[src/rtl/rr_mux_pkg.sv]
// rr_mux_pkg: shared FSM state type, default sizes and one-hot index helper for rr_mux_ctrl
// NUM_REQ_DEF / DATA_W_DEF : default requester count and data lane width
// state_t                  : controller FSM states IDLE and GRANT
// oh_idx                   : index of the set bit of a one-hot vector up to 16 bits wide
package rr_mux_pkg;
  localparam int NUM_REQ_DEF = 4;
  localparam int DATA_W_DEF = 8;
  typedef enum logic {IDLE, GRANT} state_t;
  function automatic logic [3:0] oh_idx(input logic [15:0] v);
    oh_idx = '0;
    for (int i = 0; i < 16; i++) if (v[i]) oh_idx = 4'(i);
  endfunction
endpackage

[src/rtl/rr_mux_ctrl_pick.sv]
// rr_pick: rotate-priority picker, first set request bit scanning ptr, ptr+1, ... modulo N
// req : request vector
// ptr : highest-priority index
// gnt : one-hot grant, zero when no request is set
module rr_pick
  import rr_mux_pkg::*;
#(
  parameter int N = NUM_REQ_DEF,
  parameter int PW = $clog2(N)
) (
  input  logic [N-1:0]  req,
  input  logic [PW-1:0] ptr,
  output logic [N-1:0]  gnt
);
  logic [PW:0] w_k;
  logic        w_found;
  always_comb begin
    gnt = '0;
    w_found = 1'b0;
    w_k = '0;
    for (int i = 0; i < N; i++) begin
      w_k = {1'b0, ptr} + (PW + 1)'(i);
      w_k = (w_k >= (PW + 1)'(N)) ? w_k - (PW + 1)'(N) : w_k;
      if (!w_found && req[w_k[PW-1:0]]) begin
        gnt[w_k[PW-1:0]] = 1'b1;
        w_found = 1'b1;
      end
    end
  end
endmodule

[src/rtl/rr_mux_ctrl.sv]
// rr_mux_ctrl: round-robin arbiter driving an AND-OR data mux with a valid/ready output
// clk         : clock, rising edge
// reset_n     : synchronous active-low reset
// req_i       : per-requester request bits
// data_i      : packed requester data, lane k at [k*DATA_W +: DATA_W]
// ack_o       : one-hot acknowledge, equal to sel_o on a transfer
// sel_o       : registered one-hot grant / mux select
// out_valid_o : out_data_o holds a granted beat
// out_ready_i : consumer backpressure
// out_data_o  : data of the granted lane
module rr_mux_ctrl
  import rr_mux_pkg::*;
#(
  parameter int NUM_REQ = NUM_REQ_DEF,
  parameter int DATA_W = DATA_W_DEF
) (
  input  logic                      clk,
  input  logic                      reset_n,
  input  logic [NUM_REQ-1:0]        req_i,
  input  logic [NUM_REQ*DATA_W-1:0] data_i,
  output logic [NUM_REQ-1:0]        ack_o,
  output logic [NUM_REQ-1:0]        sel_o,
  output logic                      out_valid_o,
  input  logic                      out_ready_i,
  output logic [DATA_W-1:0]         out_data_o
);
  localparam int PW = $clog2(NUM_REQ);
  state_t             r_state, w_state_nx;
  logic [NUM_REQ-1:0] r_sel, w_sel_nx, w_gnt_idle, w_gnt_b2b;
  logic [PW-1:0]      r_ptr, w_ptr_nx, w_ptr_xfer, w_idx;
  logic               w_grant, w_xfer;
  assign w_grant = (r_state == GRANT);
  // reset_n gates the transfer so a beat abandoned by reset is never acknowledged
  assign w_xfer = w_grant && out_ready_i && reset_n;
  assign w_idx = PW'(oh_idx(16'(r_sel)));
  assign w_ptr_xfer = (w_idx == PW'(NUM_REQ - 1)) ? '0 : w_idx + 1'b1;
  assign sel_o = r_sel;
  rr_pick #(.N(NUM_REQ), .PW(PW)) u_pick_idle (
    .req(req_i),
    .ptr(r_ptr),
    .gnt(w_gnt_idle)
  );
  // back-to-back pick excludes the lane being acked and starts past it
  rr_pick #(.N(NUM_REQ), .PW(PW)) u_pick_b2b (
    .req(req_i & ~r_sel),
    .ptr(w_ptr_xfer),
    .gnt(w_gnt_b2b)
  );
  always_ff @(posedge clk) begin
    if (!reset_n) begin
      r_state <= IDLE;
      r_sel <= '0;
      r_ptr <= '0;
    end else begin
      r_state <= w_state_nx;
      r_sel <= w_sel_nx;
      r_ptr <= w_ptr_nx;
    end
  end
  always_comb begin
    w_state_nx = r_state;
    w_sel_nx = r_sel;
    w_ptr_nx = r_ptr;
    if (!w_grant) begin
      w_state_nx = |req_i ? GRANT : IDLE;
      w_sel_nx = w_gnt_idle;
    end else if (w_xfer) begin
      w_ptr_nx = w_ptr_xfer;
      w_sel_nx = w_gnt_b2b;
      w_state_nx = |w_gnt_b2b ? GRANT : IDLE;
    end else if (!(|(req_i & r_sel))) begin
      w_state_nx = IDLE;
      w_sel_nx = '0;
    end
  end
  always_comb begin
    out_valid_o = w_grant;
    ack_o = w_xfer ? r_sel : '0;
    out_data_o = '0;
    for (int k = 0; k < NUM_REQ; k++)
      out_data_o = out_data_o | (data_i[k*DATA_W +: DATA_W] & {DATA_W{r_sel[k] & w_grant}});
  end
endmodule
[config.mk]
export PLATFORM = sky130hd
export DESIGN_NAME = rr_mux_ctrl
export DESIGN_NICKNAME = d
export VERILOG_FILES = /design/src/rtl/rr_mux_pkg.sv /design/src/rtl/rr_mux_ctrl_pick.sv /design/src/rtl/rr_mux_ctrl.sv
export SDC_FILE = /design/constraint.sdc
export NUM_CORES = 1
export LEC_CHECK = 0
export ABC_AREA = 0
export BUFFER_PORTS_ARGS = -buffer_cell sky130_fd_sc_hd__buf_2
export CORE_ASPECT_RATIO = 1.2
export CORE_MARGIN = 5
export CORE_UTILIZATION = 41
export CTS_BUF_LIST = sky130_fd_sc_hd__clkbuf_16
export DETAILED_ROUTE_END_ITERATION = 8
export PLACE_DENSITY = 0.79
export SYNTH_ARGS = -nofsm -noshare
export SYNTH_HDL_FRONTEND = slang
export SYNTH_SLANG_ARGS = --single-unit
[constraint.sdc]
create_clock -name clk -period 6.1 [get_ports clk]
set_input_delay 1.22 -clock clk [delete_from_list [all_inputs] [get_ports clk]]
set_output_delay 1.22 -clock clk [all_outputs]
set_load 0.01 [all_outputs]
==> results of run 1 <==
==> per-stage QoR <==
stage	utilization [%]	setup WS (ns)
after floorplan	-	3.03
after global placement	50.4	2.90
after detailed placement	50.4	2.85
after CTS	53.0	2.82
after global routing	53.0	2.54
final	53.0	2.75
==> routing by layer <==
layer / vias up / track usage [%]
li1: 762 / -
met1: 715 / 23.7
met2: 54 / 32.1
met3: 2 / 1.64
met4: 0 / 2.17
met5: - / 0
==> placed cells by master, fill, tap and decap left out, types with 2 or more instances in the layout <==
cell,n
a211oi_1,4
a21boi_0,9
a21oi_1,4
a221oi_1,4
a22oi_1,22
and2_1,5
buf_2,55
clkbuf_16,3
dfxtp_1,7
ha_1,11
inv_1,10
mux4_2,3
nand2_1,22
nand2b_1,4
nand3_1,3
nand4_1,4
nor2_1,3
nor2b_1,4
nor4_1,2
o21ai_0,10
o221ai_1,4
o22ai_1,4
o31ai_1,4
or3_1,3
or4_1,2
==> state kept, by name, indices dropped and copies added, names as in the netlist <==
name         flops
sel_o            4
r_ptr            2
out_valid_o      1
==> tightest hold or removal path: stages (launching register included) <==
cell and delay (ns):
dfxtp_1 0.41, nand2_1 0.09, a21boi_0 0.09
==> cells by family (layout without fill, tap and decap cells) <==
logic type | Yosys count | after routing | synth area share, %
compound gates | 73 | 73 | 41.5
simple gates | 57 | 57 | 23.4
buf+inv | 23 | 69 | 7.71
fa+ha+maj | 11 | 11 | 10.9
flops | 7 | 7 | 11.1
mux | 3 | 3 | 5.34
==> how the worst min path moves through the flow <==
stage / startpoint / end / slack [ns] / depth (start not counted)
global placement: r_ptr[0]$_SDFFE_PN0P_ / r_ptr[0]$_SDFFE_PN0P_ / 0.63 / 2
finish: r_ptr[0]$_SDFFE_PN0P_ / r_ptr[0]$_SDFFE_PN0P_ / 0.66 / 2
CTS: r_ptr[0]$_SDFFE_PN0P_ / r_ptr[0]$_SDFFE_PN0P_ / 0.66 / 2
floorplan: r_ptr[1]$_SDFFE_PN0P_ / r_ptr[1]$_SDFFE_PN0P_ / 0.63 / 3
global route: r_ptr[0]$_SDFFE_PN0P_ / r_ptr[0]$_SDFFE_PN0P_ / 0.74 / 2
detailed placement: r_ptr[0]$_SDFFE_PN0P_ / r_ptr[0]$_SDFFE_PN0P_ / 0.63 / 2
==> power groups by stage <==
| stage | Combinational, uW | Sequential (uW) | Clock [uW] |
|---|---|---|---|
| finish | 628 | 153 | 109 |
| global route | 693 | 162 | 112 |
| CTS | 621 | 151 | 110 |
| detailed placement | 616 | 152 | 0 |
| global placement | 614 | 152 | 0 |
| floorplan | 521 | 91.3 | 0 |
==> area by class of cell <==
type / count / area share, %
multi-input cells: 144 / 64.0
clock inverters: 1 / 0.234
repair buffers: 55 / 17.2
well taps: 36 / 2.81
flip-flops and latches: 7 / 8.74
clock buffers: 3 / 4.68
inverters: 10 / 2.34
==> metrics, run 1 <==
Starting DRT DRC Count 144; post-DR vias/cell 5.99; most frequent cells after synthesis 22 x a22oi_1, 22 x nand2_1, 11 x clkbuf_1, 11 x ha_1, 10 x o21ai_0; worst reg2reg path depth 9; CTS clock-pin slew for the worst setup and hold paths 0.04 ns; Top delay family on crit path compound AO/OA/AOI/OAI gates; top cells by area, synth a22oi_1 13%, dfxtp_1 11%, ha_1 11%; Worst Path Arrival 3.46 ns; DP HPWL 3000 um; Rows 22; startpoint types flip-flop; gr usage total 18.1%; met2 WL 2100 um; Post-Syn Nets 224; initial antenna violation count 0; Die H 70.8 um; Max Used Layer met4; worst path required time 6.22 ns; share of cells above drive strength 1 29.5%; Final Hold Vio Count 0; die width 60.7 um; static leakage 0.000701 uW; Setup crit end out_valid_o$_SDFF_PN0_; ys flop type dfxtp_1; max cap viols 0; number of post-CTS setup repair buffers 0; critical path launch point sel_o[2]$_SDFFE_PN0P_; first-pass GRT wire length 6270 um; RePlAce Congestion 0.983; GRT overflow 0; DRC Markers 0; Worst setup EP type flip-flop; # H-tree levels 1; Final setup violation count 0; Fin Setup TNS 0 ns; # hold bufs at CTS 0; Mean Syn Cell Area 7.27 um^2; Reg2Reg Setup Slack 2.75 ns; area share of the largest cell type after synthesis 13.1%; capturing point of the worst reg2reg path out_valid_o$_SDFF_PN0_; RSZ-0062 raised after global routing false; Total Power 890 uW; CTS tree built; ANT nets after route 0; PD cells 555 nW/um^2; min-delay worst type reg -> reg; Post-Synthesis Cells 174; Yosys reg bits 7; WL per Instance 15.4 um; Post-Syn Area 1260 um^2; critical path buffer and inverter count 0; period utilisation layout 54.8%; met1 wire length 1600 um; Net Switching 467 uW; Max stage delay on crit path 0.72 ns; Worst Skew 0.000150 ns; Detail Route met3 WL 216 um; Clk Latency, worst-skew pair 0.23 ns; clock sink count 7; Area growth, synth to finish 26.8%; Initial Utilization 41.8%; via count 1,533; Total Wirelength 3940 um; Placed Instances 252; Core Region 3030 um^2; worst-margin pin slew 0.641 ns; Final Max Slew Viols 0; Crit Path Max Fanout 18; Max clock buf depth 2; Seq pwr share 17.2%; minimum clock period 3.35 ns; WP depth 9; area occupied by multi-input gates 1030 um^2; drt pass-1 iters 4; Clock Power Share 12.2%; non-filler cells, final 256; register area share after synthesis 11.1%; Netlist cell types 40; VDD IR max 361 uV; switching part of the total 52.5%; status finished, final reports clean; CP max-delay cell dfxtp_1; boundary pin count 56; combinational power share 70.6%; normalized max-slew margin 57.2%; Final Cell Area 1600 um^2; post-cts gate resize count 0; CTS root buffer clkbuf_16; placed instance area 1530 um^2; Setup CP Type reg -> reg; total die area 4300 um^2; total internal power 423 uW; vias in the first global route 1,363; # diodes 0; Post-synth ARST share 0%; area leader, netlist a22oi_1; fmax 0.299 GHz; Final #Nets 271; hold_ws 0.655 ns; worst path cell trace nand2b_1 -> nand2b_1 -> ha_1 -> o311ai_0 -> nand4_1 -> a21boi_2 -> a221oi_1 -> nand4_1 -> a22o_1; R2R Path Start sel_o[2]$_SDFFE_PN0P_; largest net degree at the start of global routing 23; number of flops mapped to enable cells by yosys 0; FF/Latch Area 140 um^2; IO buf count 55; fill count 309; yosys warns 0; number of CTS-inserted buffers 3
(Power assumes the default switching activity.)
==> run 2, diff against run 1 <==
- PLACE_DENSITY: 0.79 -> 0.82
- clock period: 6.1 -> 3 ns (I/O delays scaled with it)
==> run 2 against run 1 <==
Final area rose by 5.3%. Count of clock-buffer cells in the layout did not move. First-iteration DRC count fell by 24%. Flip-flop and latch count did not move. Via count rose by 4.4%. Non-clock buffer count rose by 7. Setup slack got worse by 2.5 ns. Combinational power rose to 2.5 times the previous value. Wire length rose by 7.6%. Clock skew rose by 0.00096 ns. Highest routed layer unchanged. Critical endpoint unchanged.
==> metrics, run 2 (same netlist as run 1, synthesis figures left out) <==
gr usage total 19.7% (+1.6 points); area occupied by multi-input gates 1060 um^2 (+3.2%); ANT nets after route 0 (unchanged); period utilisation layout 93.1% (+38 points); drt pass-1 iters 4 (unchanged); Clk Latency, worst-skew pair 0.23 ns (about the same); max cap viols 0 (unchanged); R2R Path Start sel_o[2]$_SDFFE_PN0P_; DP HPWL 3210 um (+6.8%); capturing point of the worst reg2reg path out_valid_o$_SDFF_PN0_; number of CTS-inserted buffers 3 (unchanged); Max clock buf depth 2 (unchanged); Die H 70.8 um (unchanged); most common cell after layout, fill and taps aside buf_2; static leakage 0.000749 uW (+6.9%); Area growth, synth to finish 33.5%; vias in the first global route 1,480 (+8.6%); RePlAce Congestion 0.923 (-6.1%); CTS tree built; Crit Path Max Fanout 8 (-10); share of cells above drive strength 1 34.4% (+4.8 points); fmax 0.358 GHz (+20%); Reg2Reg Setup Slack 0.21 ns (-2.55 ns); worst reg2reg path depth 10 (+1); post-DR vias/cell 6.08 (+1.6%); GRT overflow 0 (unchanged); combinational power share 78.8% (+8.2 points); commonest non-fill, non-tap cells in the layout 55 x buf_2, 22 x a22oi_1, 22 x nand2_1, 11 x ha_1; largest net degree at the start of global routing 23 (unchanged); Rows 22 (unchanged); Total Wirelength 4230 um (+7.6%); Net Switching 1060 uW (+130%); total internal power 966 uW (+130%); Clock Power Share 11.4% (-0.8 points); Final Max Slew Viols 0 (unchanged); Worst setup EP type flip-flop; Final Cell Area 1690 um^2 (+5.3%); Final Hold Vio Count 0 (unchanged); # diodes 0 (unchanged); worst-margin pin slew 0.653 ns (+0.0121 ns); fill count 284 (-8.1%); Seq pwr share 9.8% (-7.4 points); Final setup violation count 0 (unchanged); Starting DRT DRC Count 109 (-24%); normalized max-slew margin 56.4% (-0.81 points); Initial Utilization 41.8% (unchanged); hold wc startpoint r_ptr[0]$_SDFFE_PN0P_; PD cells 1200 nW/um^2 (+120%); Worst Path Arrival 2.92 ns (-0.54 ns); # H-tree levels 1 (unchanged); CTS clock-pin slew for the worst setup and hold paths 0.04 ns (about the same); WL per Instance 16.1 um (+4.7%); VDD IR max 662 uV (+83%); initial antenna violation count 0 (unchanged); startpoint types flip-flop; Core Region 3030 um^2 (unchanged); die width 60.7 um (unchanged); minimum clock period 2.79 ns (-0.553 ns); # hold bufs at CTS 0 (unchanged); min-delay worst type reg -> reg; placed instance area 1580 um^2 (+3.4%); boundary pin count 56 (unchanged); Largest register FFs 4 (unchanged); via count 1,600 (+4.4%); Worst Hold Depth 3 (+1); first-pass GRT wire length 6740 um (+7.5%); Worst Skew 0.00111 ns (+0.000963 ns); Fin Setup TNS 0 ns (unchanged); status finished, final reports clean; switching part of the total 52.3% (-0.20 points); IO buf count 55 (unchanged); DRC Markers 0 (unchanged); RSZ-0062 raised after global routing false; Setup CP Type reg -> reg; Worst Hold Endpoint r_ptr[0]$_SDFFE_PN0P_; CTS root buffer clkbuf_16; Final #Nets 278 (+2.6%); FF/Latch Area 140 um^2 (unchanged); worst path required time 3.12 ns (-3.10 ns); total die area 4300 um^2 (unchanged); clock sink count 7 (unchanged); Total Power 2020 uW (+130%)
[run 2: changes by cell type in the layout (fill, tap and decap cells not counted), sizes merged]
| cell | before | now |
|---|---|---|
| buf | 55 | 62 |
[run 2: how the worst max path moves through the flow]
stage                               start  cells after the start                endpoint
finish              sel_o[2]$_SDFFE_PN0P_                     10  out_valid_o$_SDFF_PN0_
global route        sel_o[2]$_SDFFE_PN0P_                     10  out_valid_o$_SDFF_PN0_
CTS                 sel_o[2]$_SDFFE_PN0P_                      9  out_valid_o$_SDFF_PN0_
detailed placement  sel_o[2]$_SDFFE_PN0P_                      9  out_valid_o$_SDFF_PN0_
global placement    sel_o[2]$_SDFFE_PN0P_                     10  out_valid_o$_SDFF_PN0_
floorplan           sel_o[2]$_SDFFE_PN0P_                     10  out_valid_o$_SDFF_PN0_
[run 2: critical path, stage by stage, from the launching register on]
cell and delay, ns:
dfxtp_1 0.33, nand2b_1 0.20, nand2b_1 0.15, ha_1 0.33, or3_1 0.36, a32o_2 0.29
or3b_1 0.19, a21boi_2 0.10, a221oi_2 0.35, nand4_1 0.13, a22o_1 0.24
[run 2: area by class of cell]
class                           instances  share of cell area [%]
Clock inverter                          1                   0.222
Inverter                               10                    2.22
Multi-Input combinational cell        144                    62.7
Sequential cell                         7                    8.30
Timing Repair Buffer                   62                    19.4
Tap cell                               36                    2.67
Clock buffer                            3                    4.44
[run 2: metal layers]
layer / track usage [%] / routed length (um) / vias to the layer above
met4: 4.34 / 93 / 0
met3: 3.65 / 289 / 10
met5: 0 / 0 / -
met2: 33.5 / 2180 / 61
met1: 25.3 / 1670 / 752
li1: - / - / 777
[run 2: per-stage QoR]
| stage | hold WS (ns) | utilization, % | worst slack [ns] | cells |
|---|---|---|---|---|
| 2_1_floorplan | 0.625 | - | 0.191 | 174 |
| 3_3_place_gp | 0.625 | 52.1 | 0.329 | 259 |
| 3_5_place_dp | 0.641 | 52.1 | 0.179 | 259 |
| 4_1_cts | 0.647 | 54.7 | 0.187 | 263 |
| 5_1_grt | 0.711 | 55.8 | 0.0154 | 263 |
| 6_report | 0.639 | 55.8 | 0.207 | 263 |
[run 2: power groups by stage]
| stage | Sequential, uW | Clock (uW) | Combinational (uW) |
|---|---|---|---|
| final | 199 | 231 | 1590 |
| after global routing | 210 | 238 | 1740 |
| after CTS | 197 | 230 | 1470 |
| after detailed placement | 197 | 0 | 1460 |
| after global placement | 196 | 0 | 1420 |
| after floorplan | 186 | 0 | 1060 |
[run 2: what timing repair did]
item	in CTS	in global routing
setup endpoints to repair	0	1
buffers inserted	0	0
resized for setup	0	7
